File: config.mk
export PLATFORM = sky130hd
export DESIGN_NAME = seg7_scan_driver
export DESIGN_NICKNAME = d
export VERILOG_FILES = /design/src/rtl/seg7_pkg.sv /design/src/rtl/seg7_digit_decode.sv /design/src/rtl/seg7_scan_driver.sv
export SDC_FILE = /design/constraint.sdc
export NUM_CORES = 1
export LEC_CHECK = 0
export CAP_MARGIN = 5
export CORE_ASPECT_RATIO = 0.5
export CORE_MARGIN = 8
export CORE_UTILIZATION = 40
export DETAILED_ROUTE_END_ITERATION = 8
export SYNTH_ARGS = -nofsm -noshare
export SYNTH_HDL_FRONTEND = slang
export SYNTH_SLANG_ARGS = --single-unit
File: constraint.sdc
create_clock -name clk -period 4.1 [get_ports clk]
set_clock_uncertainty 0.05 [all_clocks]
set_input_delay 0.82 -clock clk [delete_from_list [all_inputs] [get_ports clk]]
set_output_delay 0.82 -clock clk [all_outputs]
set_load 0.03 [all_outputs]
File: src/rtl/seg7_pkg.sv
`default_nettype none
// ============================================================================
// Module      : seg7_pkg
// Description : Seven-segment patterns (active-low, bit 0 = segment a) and the
//               code-to-pattern lookup. Define SEG7_HEX_EN to decode 10..15 as
//               A,b,C,d,E,F; otherwise those codes are blank (BCD-only).
// Revision    : 1.0  initial release
// ============================================================================
package seg7_pkg;

    typedef logic [3:0] digit_t;

    // Patterns are {g,f,e,d,c,b,a}; 0 = segment lit.
    localparam logic [6:0] SEG_0     = 7'b1000000;
    localparam logic [6:0] SEG_1     = 7'b1111001;
    localparam logic [6:0] SEG_2     = 7'b0100100;
    localparam logic [6:0] SEG_3     = 7'b0110000;
    localparam logic [6:0] SEG_4     = 7'b0011001;
    localparam logic [6:0] SEG_5     = 7'b0010010;
    localparam logic [6:0] SEG_6     = 7'b0000010;
    localparam logic [6:0] SEG_7     = 7'b1111000;
    localparam logic [6:0] SEG_8     = 7'b0000000;
    localparam logic [6:0] SEG_9     = 7'b0010000;
    localparam logic [6:0] SEG_A     = 7'b0001000;
    localparam logic [6:0] SEG_B     = 7'b0000011;
    localparam logic [6:0] SEG_C     = 7'b1000110;
    localparam logic [6:0] SEG_D     = 7'b0100001;
    localparam logic [6:0] SEG_E     = 7'b0000110;
    localparam logic [6:0] SEG_F     = 7'b0001110;
    localparam logic [6:0] SEG_BLANK = 7'b1111111;

    function automatic logic [6:0] seg7_pattern(input digit_t code);
        logic [6:0] pattern;
        case (code)
            4'd0:    pattern = SEG_0;
            4'd1:    pattern = SEG_1;
            4'd2:    pattern = SEG_2;
            4'd3:    pattern = SEG_3;
            4'd4:    pattern = SEG_4;
            4'd5:    pattern = SEG_5;
            4'd6:    pattern = SEG_6;
            4'd7:    pattern = SEG_7;
            4'd8:    pattern = SEG_8;
            4'd9:    pattern = SEG_9;
`ifdef SEG7_HEX_EN
            4'd10:   pattern = SEG_A;
            4'd11:   pattern = SEG_B;
            4'd12:   pattern = SEG_C;
            4'd13:   pattern = SEG_D;
            4'd14:   pattern = SEG_E;
            4'd15:   pattern = SEG_F;
`endif
            default: pattern = SEG_BLANK;
        endcase
        return pattern;
    endfunction

    // A code that renders blank must not light its decimal point either.
    function automatic logic seg7_code_shown(input digit_t code);
`ifdef SEG7_HEX_EN
        return (code == code);
`else
        return (code < 4'd10);
`endif
    endfunction

endpackage
`default_nettype wire

File: src/rtl/seg7_digit_decode.sv
`default_nettype none
// ============================================================================
// Module      : seg7_digit_decode
// Description : Combinational single-digit decoder, code + blank -> segments.
// Revision    : 1.0  initial release
// ============================================================================
module seg7_digit_decode
    import seg7_pkg::*;
(
    input  digit_t     code,
    input  logic       blank,
    output logic [6:0] seg
);

    assign seg = blank ? SEG_BLANK : seg7_pattern(code);

endmodule
`default_nettype wire

File: src/rtl/seg7_scan_driver.sv
`default_nettype none
// ============================================================================
// Module      : seg7_scan_driver
// Description : N-digit seven-segment driver with static and scanned outputs,
//               leading-zero blanking and anti-ghost slot blanking.
//               Build option SEG7_HEX_EN enables A..F decode of codes 10..15.
// Revision    : 1.0  initial release
// ============================================================================
module seg7_scan_driver
    import seg7_pkg::*;
#(
    parameter int N_DIGITS  = 4,
    parameter int SCAN_DIV  = 50000,
    parameter int GHOST_CYC = 2
)
(
    input  logic                  clk,
    input  logic                  rst,
    input  logic                  load,
    input  logic [4*N_DIGITS-1:0] value_in,
    input  logic [N_DIGITS-1:0]   dp_in,
    input  logic                  lz_blank,
    output logic [7*N_DIGITS-1:0] hex_out,
    output logic [6:0]            seg_out,
    output logic                  dp_out,
    output logic [N_DIGITS-1:0]   an_out
);

    localparam int c_IDX_W = (N_DIGITS > 1) ? $clog2(N_DIGITS) : 1;
    localparam int c_PRE_W = $clog2(SCAN_DIV);

    localparam logic [c_PRE_W-1:0] c_PRE_LAST  = c_PRE_W'(SCAN_DIV - 1);
    localparam logic [c_PRE_W-1:0] c_GHOST_END = c_PRE_W'(GHOST_CYC);
    localparam logic [c_IDX_W-1:0] c_IDX_LAST  = c_IDX_W'(N_DIGITS - 1);

    logic [4*N_DIGITS-1:0] r_value;
    logic [N_DIGITS-1:0]   r_dp;
    logic [7*N_DIGITS-1:0] r_hex;
    logic [6:0]            r_seg;
    logic                  r_dp_out;
    logic [N_DIGITS-1:0]   r_an;
    logic [c_PRE_W-1:0]    r_presc;
    logic [c_IDX_W-1:0]    r_idx;

    logic [N_DIGITS-1:0]   w_blank;
    logic                  w_zero_run;
    logic [7*N_DIGITS-1:0] w_seg;
    logic [N_DIGITS-1:0]   w_dp_lit;
    logic                  w_presc_tc;
    logic [c_PRE_W-1:0]    w_presc_nxt;
    logic [c_IDX_W-1:0]    w_idx_nxt;
    logic [N_DIGITS-1:0]   w_an_nxt;
    logic [6:0]            w_seg_sel;
    logic                  w_dp_sel;

    always_ff @(posedge clk or posedge rst) begin
        if (rst) begin
            r_value <= '0;
            r_dp    <= '0;
        end else if (load) begin
            r_value <= value_in;
            r_dp    <= dp_in;
        end
    end

    // Zero run from the most significant digit down; digit 0 always shows.
    always_comb begin
        w_blank    = '0;
        w_zero_run = lz_blank;
        for (int k = N_DIGITS - 1; k >= 1; k--) begin
            w_zero_run = w_zero_run & (r_value[4*k +: 4] == 4'd0);
            w_blank[k] = w_zero_run;
        end
    end

    for (genvar k = 0; k < N_DIGITS; k++) begin : g_digit
        seg7_digit_decode u_decode (
            .code  (r_value[4*k +: 4]),
            .blank (w_blank[k]),
            .seg   (w_seg[7*k +: 7])
        );
        assign w_dp_lit[k] = r_dp[k] & ~w_blank[k] & seg7_code_shown(r_value[4*k +: 4]);
    end

    assign w_presc_tc  = (r_presc == c_PRE_LAST);
    assign w_presc_nxt = w_presc_tc ? '0 : r_presc + 1'b1;

    always_comb begin
        w_idx_nxt = r_idx;
        if (w_presc_tc) begin
            w_idx_nxt = (r_idx == c_IDX_LAST) ? '0 : r_idx + 1'b1;
        end
    end

    // Scan outputs are registered from the next scan position so that the
    // visible anode pattern tracks the prescaler/index registers exactly.
    always_comb begin
        w_an_nxt  = '1;
        w_seg_sel = SEG_BLANK;
        w_dp_sel  = 1'b1;
        for (int k = 0; k < N_DIGITS; k++) begin
            if (w_idx_nxt == c_IDX_W'(k)) begin
                w_seg_sel = w_seg[7*k +: 7];
                w_dp_sel  = ~w_dp_lit[k];
                if (w_presc_nxt >= c_GHOST_END) begin
                    w_an_nxt[k] = 1'b0;
                end
            end
        end
    end

    always_ff @(posedge clk or posedge rst) begin
        if (rst) begin
            r_hex    <= '1;
            r_seg    <= SEG_BLANK;
            r_dp_out <= 1'b1;
            r_an     <= '1;
            r_presc  <= '0;
            r_idx    <= '0;
        end else begin
            r_hex    <= w_seg;
            r_seg    <= w_seg_sel;
            r_dp_out <= w_dp_sel;
            r_an     <= w_an_nxt;
            r_presc  <= w_presc_nxt;
            r_idx    <= w_idx_nxt;
        end
    end

    assign hex_out = r_hex;
    assign seg_out = r_seg;
    assign dp_out  = r_dp_out;
    assign an_out  = r_an;

endmodule
`default_nettype wire

After elaboration in Yosys (flattened, before gate mapping)
Memories as Yosys holds them, arrays and structs flattened.
Index checks and enable logic that the tools add are counted.
- memories kept: 4
- logic and storage cells: 64
- register bits after elaboration: 78
- bits in read-only memories: 448
- output and inout bits: 40
- memories (name ; words ; bits a word ; read ports ; clocked after Yosys merged registers in ; write ports ; RTL line ; source):
    (name not given) ; 16 ; 7 ; 1 ; 0 ; 0 ; seg7_pkg.sv:34 ; case (code)
    (name not given) ; 16 ; 7 ; 1 ; 0 ; 0 ; seg7_pkg.sv:34 ;
    (name not given) ; 16 ; 7 ; 1 ; 0 ; 0 ; seg7_pkg.sv:34 ;
    (name not given) ; 16 ; 7 ; 1 ; 0 ; 0 ; seg7_pkg.sv:34 ;
- multiplexer cells: 19
- $add $sub $neg: 2
- bitwise logic cells: 17
- equality and inequality tests: 5
- reductions and logical operators: 4
- order comparisons: 5
- operators by type and width (cell ; number):
    7-bit 2-to-1 mux ; 7
    16-bit by 1-bit adder with 16-bit output (second input constant) ; 1
    16-bit == test (second input constant) ; 1
    16-bit by 2-bit >= comparator with 1-bit output (second input constant) ; 1
    4-bit less-than comparator (second input constant) ; 4
    16-bit 2-to-1 mux ; 1
    4-bit logical NOT ; 3
    1-bit AND ; 10
    1-bit 2-to-1 mux ; 9
    1-bit NOT ; 7
    2-bit == test (second input constant) ; 3
    2-bit 2-to-1 mux ; 2
    2-bit by 1-bit adder with 2-bit output (second input constant) ; 1
    2-bit by 1-bit == test with 1-bit output (second input constant) ; 1
    2-bit logical NOT ; 1

Logic depth before layout (Yosys ltp)
- depth after elaboration: 11
- gate-level depth with buffers: 9

Modules after synthesis
A second synthesis with hierarchy kept.
- cell total of the unflattened synthesis: 377
- area total of the unflattened synthesis: 4224.1 um^2
- modules (own cells, without submodules) (module ; times used ; cells an instance ; sequential area each (um^2) ; area an instance (um^2)):
    seg7_scan_driver ; 1 ; 245 ; 2001.9 ; 3283.1
    seg7_digit_decode ; 4 ; 33 ; 0.0 ; 235.2

Least setup slack after synthesis
No wires, ideal clock.
- path type: input-to-reg
- from: input lz_blank
- to: register r_seg[4], in the netlist seg_out[4]
- data required time: 3.975 ns
- slack: 2.010 ns
- stages: 6
- arrival: 1.965 ns
- path through: and2_0 nand4_1 and2_1 a222oi_1 mux2i_1 mux2i_1
- cells in the longest elaborated chain, start to end: 7
- ends and longest elaborated chain (what ; RTL line ; source):
    start, declared ; seg7_scan_driver.sv:22 ; input logic lz_blank,
    1-bit AND (3 in a row) ; seg7_scan_driver.sv:71 ; w_zero_run = w_zero_run & (r_value[4*k +: 4] == 4'd0);
    7-bit 2-to-1 mux ; seg7_digit_decode.sv:15 ; assign seg = blank ? SEG_BLANK : seg7_pattern(code);
    via g_digit[1].u_decode.seg[4] ; seg7_digit_decode.sv:12 ; output logic [6:0] seg
    7-bit 2-to-1 mux (3 in a row) ; seg7_scan_driver.sv:102 ; if (w_idx_nxt == c_IDX_W'(k)) begin
    via w_seg_sel[4] ; seg7_scan_driver.sv:53 ; logic [6:0] w_seg_sel;
    end signal, assigned ; seg7_scan_driver.sv:122 ; r_seg <= w_seg_sel;
    end, declared ; seg7_scan_driver.sv:39 ; logic [6:0] r_seg;
The timed path passes the listed nets, and every way through them passes these cells.
A chain may end at the register's enable or synchronous reset.

Worst setup path after layout
- from: register r_presc[0]
- to: register r_seg[3], in the netlist seg_out[3]
- cells in the longest elaborated chain, start to end: 7
- ends and longest elaborated chain (what ; RTL line ; source):
    start, declared ; seg7_scan_driver.sv:42 ; logic [c_PRE_W-1:0] r_presc;
    start signal, assigned ; seg7_scan_driver.sv:125 ; r_presc <= w_presc_nxt;
    16-bit == test * ; seg7_scan_driver.sv:85 ; assign w_presc_tc = (r_presc == c_PRE_LAST);
    2-bit 2-to-1 mux * ; seg7_scan_driver.sv:90 ; if (w_presc_tc) begin
    2-bit logical NOT ; seg7_scan_driver.sv:102 ;
    7-bit 2-to-1 mux (3 in a row) ; seg7_scan_driver.sv:102 ;
    7-bit 2-to-1 mux * ; seg7_scan_driver.sv:102 ;
    via w_seg_sel[3] ; seg7_scan_driver.sv:53 ;
Mark *: on every way through the listed nets, which the timed path passes. The rest lies on a longest branch.

==> metrics.md <==
| Metric | Value |
|---|---|
| Status | completed |
| Post-synth EDFFs | 0 |
| Register area share after synthesis | 0.5092 |
| Min Tclk post-route | 2.972 ns |
| Average via count per standard cell | 5.145 |
| Via count | 2984 |
| TritonCTS buffer count | 9 |
| Slew Viols, Final | 0 |
| Final hold slack | 0.4655 ns |
| Total gr overflow | 0 |
| Global-route wire length before repair | 15100 um |
| CP max-delay cell | and4_1 |
| Htree depth | 3 |
| Fillers | 856 |
| Post-CTS Setup Bufs | 0 |
| Worst Path Arrival | 3.16 ns |
| Total negative setup slack | 0 ns |
| Drc violations | 0 |
| WL/cell | 15.72 um |
| Post-place setup slack | 1.149 ns |
| Clock root buffer | clkbuf_16 |
| TritonCTS Sinks | 78 |
| CP Data Required Time | 4.28 ns |
| Pleak | 0.002095 uW |
| Die X | 156.2 um |
| Die area | 0.01345 sq mm |
| Max Cap Violations | 0 |
| Cts hold-fix bufs | 0 |
| Post-Syn Area | 0.003931 sq mm |
| Syn nets | 426 |
| Final setup margin | 1.128 ns |
| RSZ-0062 raised after global routing | false |
| Share of layout cells above drive strength 1 | 0.1843 |
| Initial Util | 0.4134 |
| Post-synth cell types | 57 |
| Yosys top cell by area | dfstp_2 |
| Clk_lat worst skew | 0.33 ns |
| Post-synth top flop | dfstp_2 |
| Delay-heaviest family, CP | simple AND/OR/NAND/NOR gates |
| Most common cell after layout, fill and taps aside | clkdlybuf4s50_1 |
| Final setup viols | 0 |
| CTS resizes | 0 |
| Final hold violation count | 0 |
| Largest net degree at the start of global routing | 79 |
| Multi-input combinational cell area | 0.001760 sq mm |
| Antenna-violating nets left | 0 |
| CP Cell Sequence | ha_1 > and3_1 > and4_1 > mux2i_4 > inv_4 > and2_0 > a211oi_1 > a21oi_1 |
| Setup crit end kind | flip-flop |
| Maximum vdd drop | 0.2320 mV |
| Worst path max stage delay | 0.66 ns |
| Dpl cell area | 0.004663 sq mm |
| Routed WL | 9117 um |
| Vert. Die Dim | 86.10 um |
| Clock Path Buffers | 2 |
| WS Path Type | reg2reg |
| CTS tree | yes |
| Hold path cells | 1 |
| Storage element area | 0.002002 sq mm |
| CP bufs+invs | 1 |
| Initial antenna violation count | 0 |
| Crit path launch type | flip-flop |
| Most frequent cells in the layout | clkdlybuf4s50_1, nand2_1, dfstp_2 |
| CTS clk-pin slew, worst paths | 0.05 ns |
| Crit-path max FO | 18 |
| Syn Area/Cell | 10.32 sq um |
| Fmax | 336.4 MHz |
| N_diodes | 0 |
| Slew @ Worst Pin | 0.7871 ns |
| Top cells by area, synth | dfstp_2, dfrtp_1, ha_1, o21ai_0, nand2_1 |
| CP Depth | 8 |
| Yosys warns | 0 |
| Max-slew headroom | 0.4736 |
| Nets | 485 |
| Area growth, synth to finish | 26.16% |
| Final Cell Area | 0.004960 sq mm |
| Post-synth top area share | 0.2673 |
| Power Dens Cells | 441.7 mW/mm^2 |
| I/O Buffers | 63 |
| Hold Path Class | reg2reg |
| Core area | 0.009509 sq mm |
| Synthesis-stage register bit count | 78 |
| Worst-case reg-to-reg path depth | 8 |
| Ys async rst share | 1.000 |
| Vias in the first global route | 2954 |
| Tcrit/Tclk final | 0.7250 |
| Drt initial violations | 124 |
| Drt first pass iters | 7 |
| Rows | 25 |
| GRT Total Usage | 0.1442 |
| # IOs | 64 |
| Post-DP HPWL | 6866 um |
| Final RePlAce weighted congestion | 0.9276 |
| Gate count of the mapped netlist | 381 |
==> metrics by stage <==
stage	utilization	total power, uW	std cells
2_1_floorplan	-	1227	381
3_3_place_gp	0.4904	1431	564
3_5_place_dp	0.4904	1437	564
4_1_cts	0.5216	2218	580
5_1_grt	0.5216	2294	580
6_report	0.5216	2191	580
==> routing by layer <==
| metal | GRT usage | vias to the layer above | wire, um |
|---|---|---|---|
| met5 | 0 | - | 0 |
| met4 | 0.04675 | 0 | 97 |
| met3 | 0.04614 | 8 | 437 |
| met2 | 0.2192 | 89 | 4224 |
| met1 | 0.1909 | 1452 | 4357 |
| li1 | - | 1435 | - |
==> cell type report <==
class,instances,share of cell area
sequential,78,0.4036
multi-input combinational,267,0.3549
timing repair buffer,65,0.1327
clock buffer,13,0.05676
tap,135,0.03406
inverter,19,0.01488
clock inverter,3,0.003027
==> power by group <==
group,total [uW],switching (uW),internal (uW)
sequential,942,50.9,891
clock,769,293,476
combinational,479,287,192
total,2190,630,1560
==> cell families (layout without fill, tap and decap cells) <==
logic type	Yosys count	in the layout	share of synthesized area
AOI/OAI and AO/OA	84	84	0.1302
buffers and inverters	36	100	0.04297
muxes	18	18	0.05538
xor gates and xnor gates	15	15	0.03342
DFF	78	78	0.5092
and+or+nand+nor	129	129	0.1620
adders and majority gates	21	21	0.06684
==> synth_stat cells, types with 4 or more instances <==
cell type,number
a21oi_1,20
nor2_1,32
nor3_1,5
a31oi_1,5
buf_2,4
ha_1,21
dfstp_2,40
xor2_1,5
nand2_1,40
a211oi_1,4
nand3_1,17
and3_1,5
clkbuf_1,9
xnor2_1,10
dfrtp_1,38
inv_1,17
o21ai_0,33
nor2b_1,5
mux2_2,10
mux2i_1,6
==> worst paths after layout <==
kind	start	endpoint	slack, ns
min in group asynchronous	rst	r_presc[9]$_DFF_PP0_	0.84
worst min-delay path	r_presc[0]$_DFF_PP0_	r_presc[0]$_DFF_PP0_	0.47
worst max-delay path	r_presc[0]$_DFF_PP0_	seg_out[3]$_DFF_PP1_	1.13
worst max register to register	r_presc[0]$_DFF_PP0_	seg_out[3]$_DFF_PP1_	1.13
max in group asynchronous	rst	hex_out[1]$_DFF_PP1_	2.81
worst min register to register	r_presc[0]$_DFF_PP0_	r_presc[0]$_DFF_PP0_	0.47
==> worst reg2reg max path, delay by kind of cell, from the launching register on <==
kind / cells / cell delay, ns
compound gates: 2 / 0.27
fa+ha+maj: 1 / 0.25
buf+inv: 1 / 0.19
flops: 1 / 0.41
mux: 1 / 0.61
simple gates: 3 / 1.10
==> flip-flops by register name (all words and copies together) (netlist names) <==
| name | count |
|---|---|
| an_out | 4 |
| dp_out | 1 |
| hex_out | 28 |
| r_idx | 2 |
| r_value | 16 |
| r_presc | 16 |
| r_dp | 4 |
| seg_out | 7 |
Note: power is estimated with default switching activity, not from simulation.
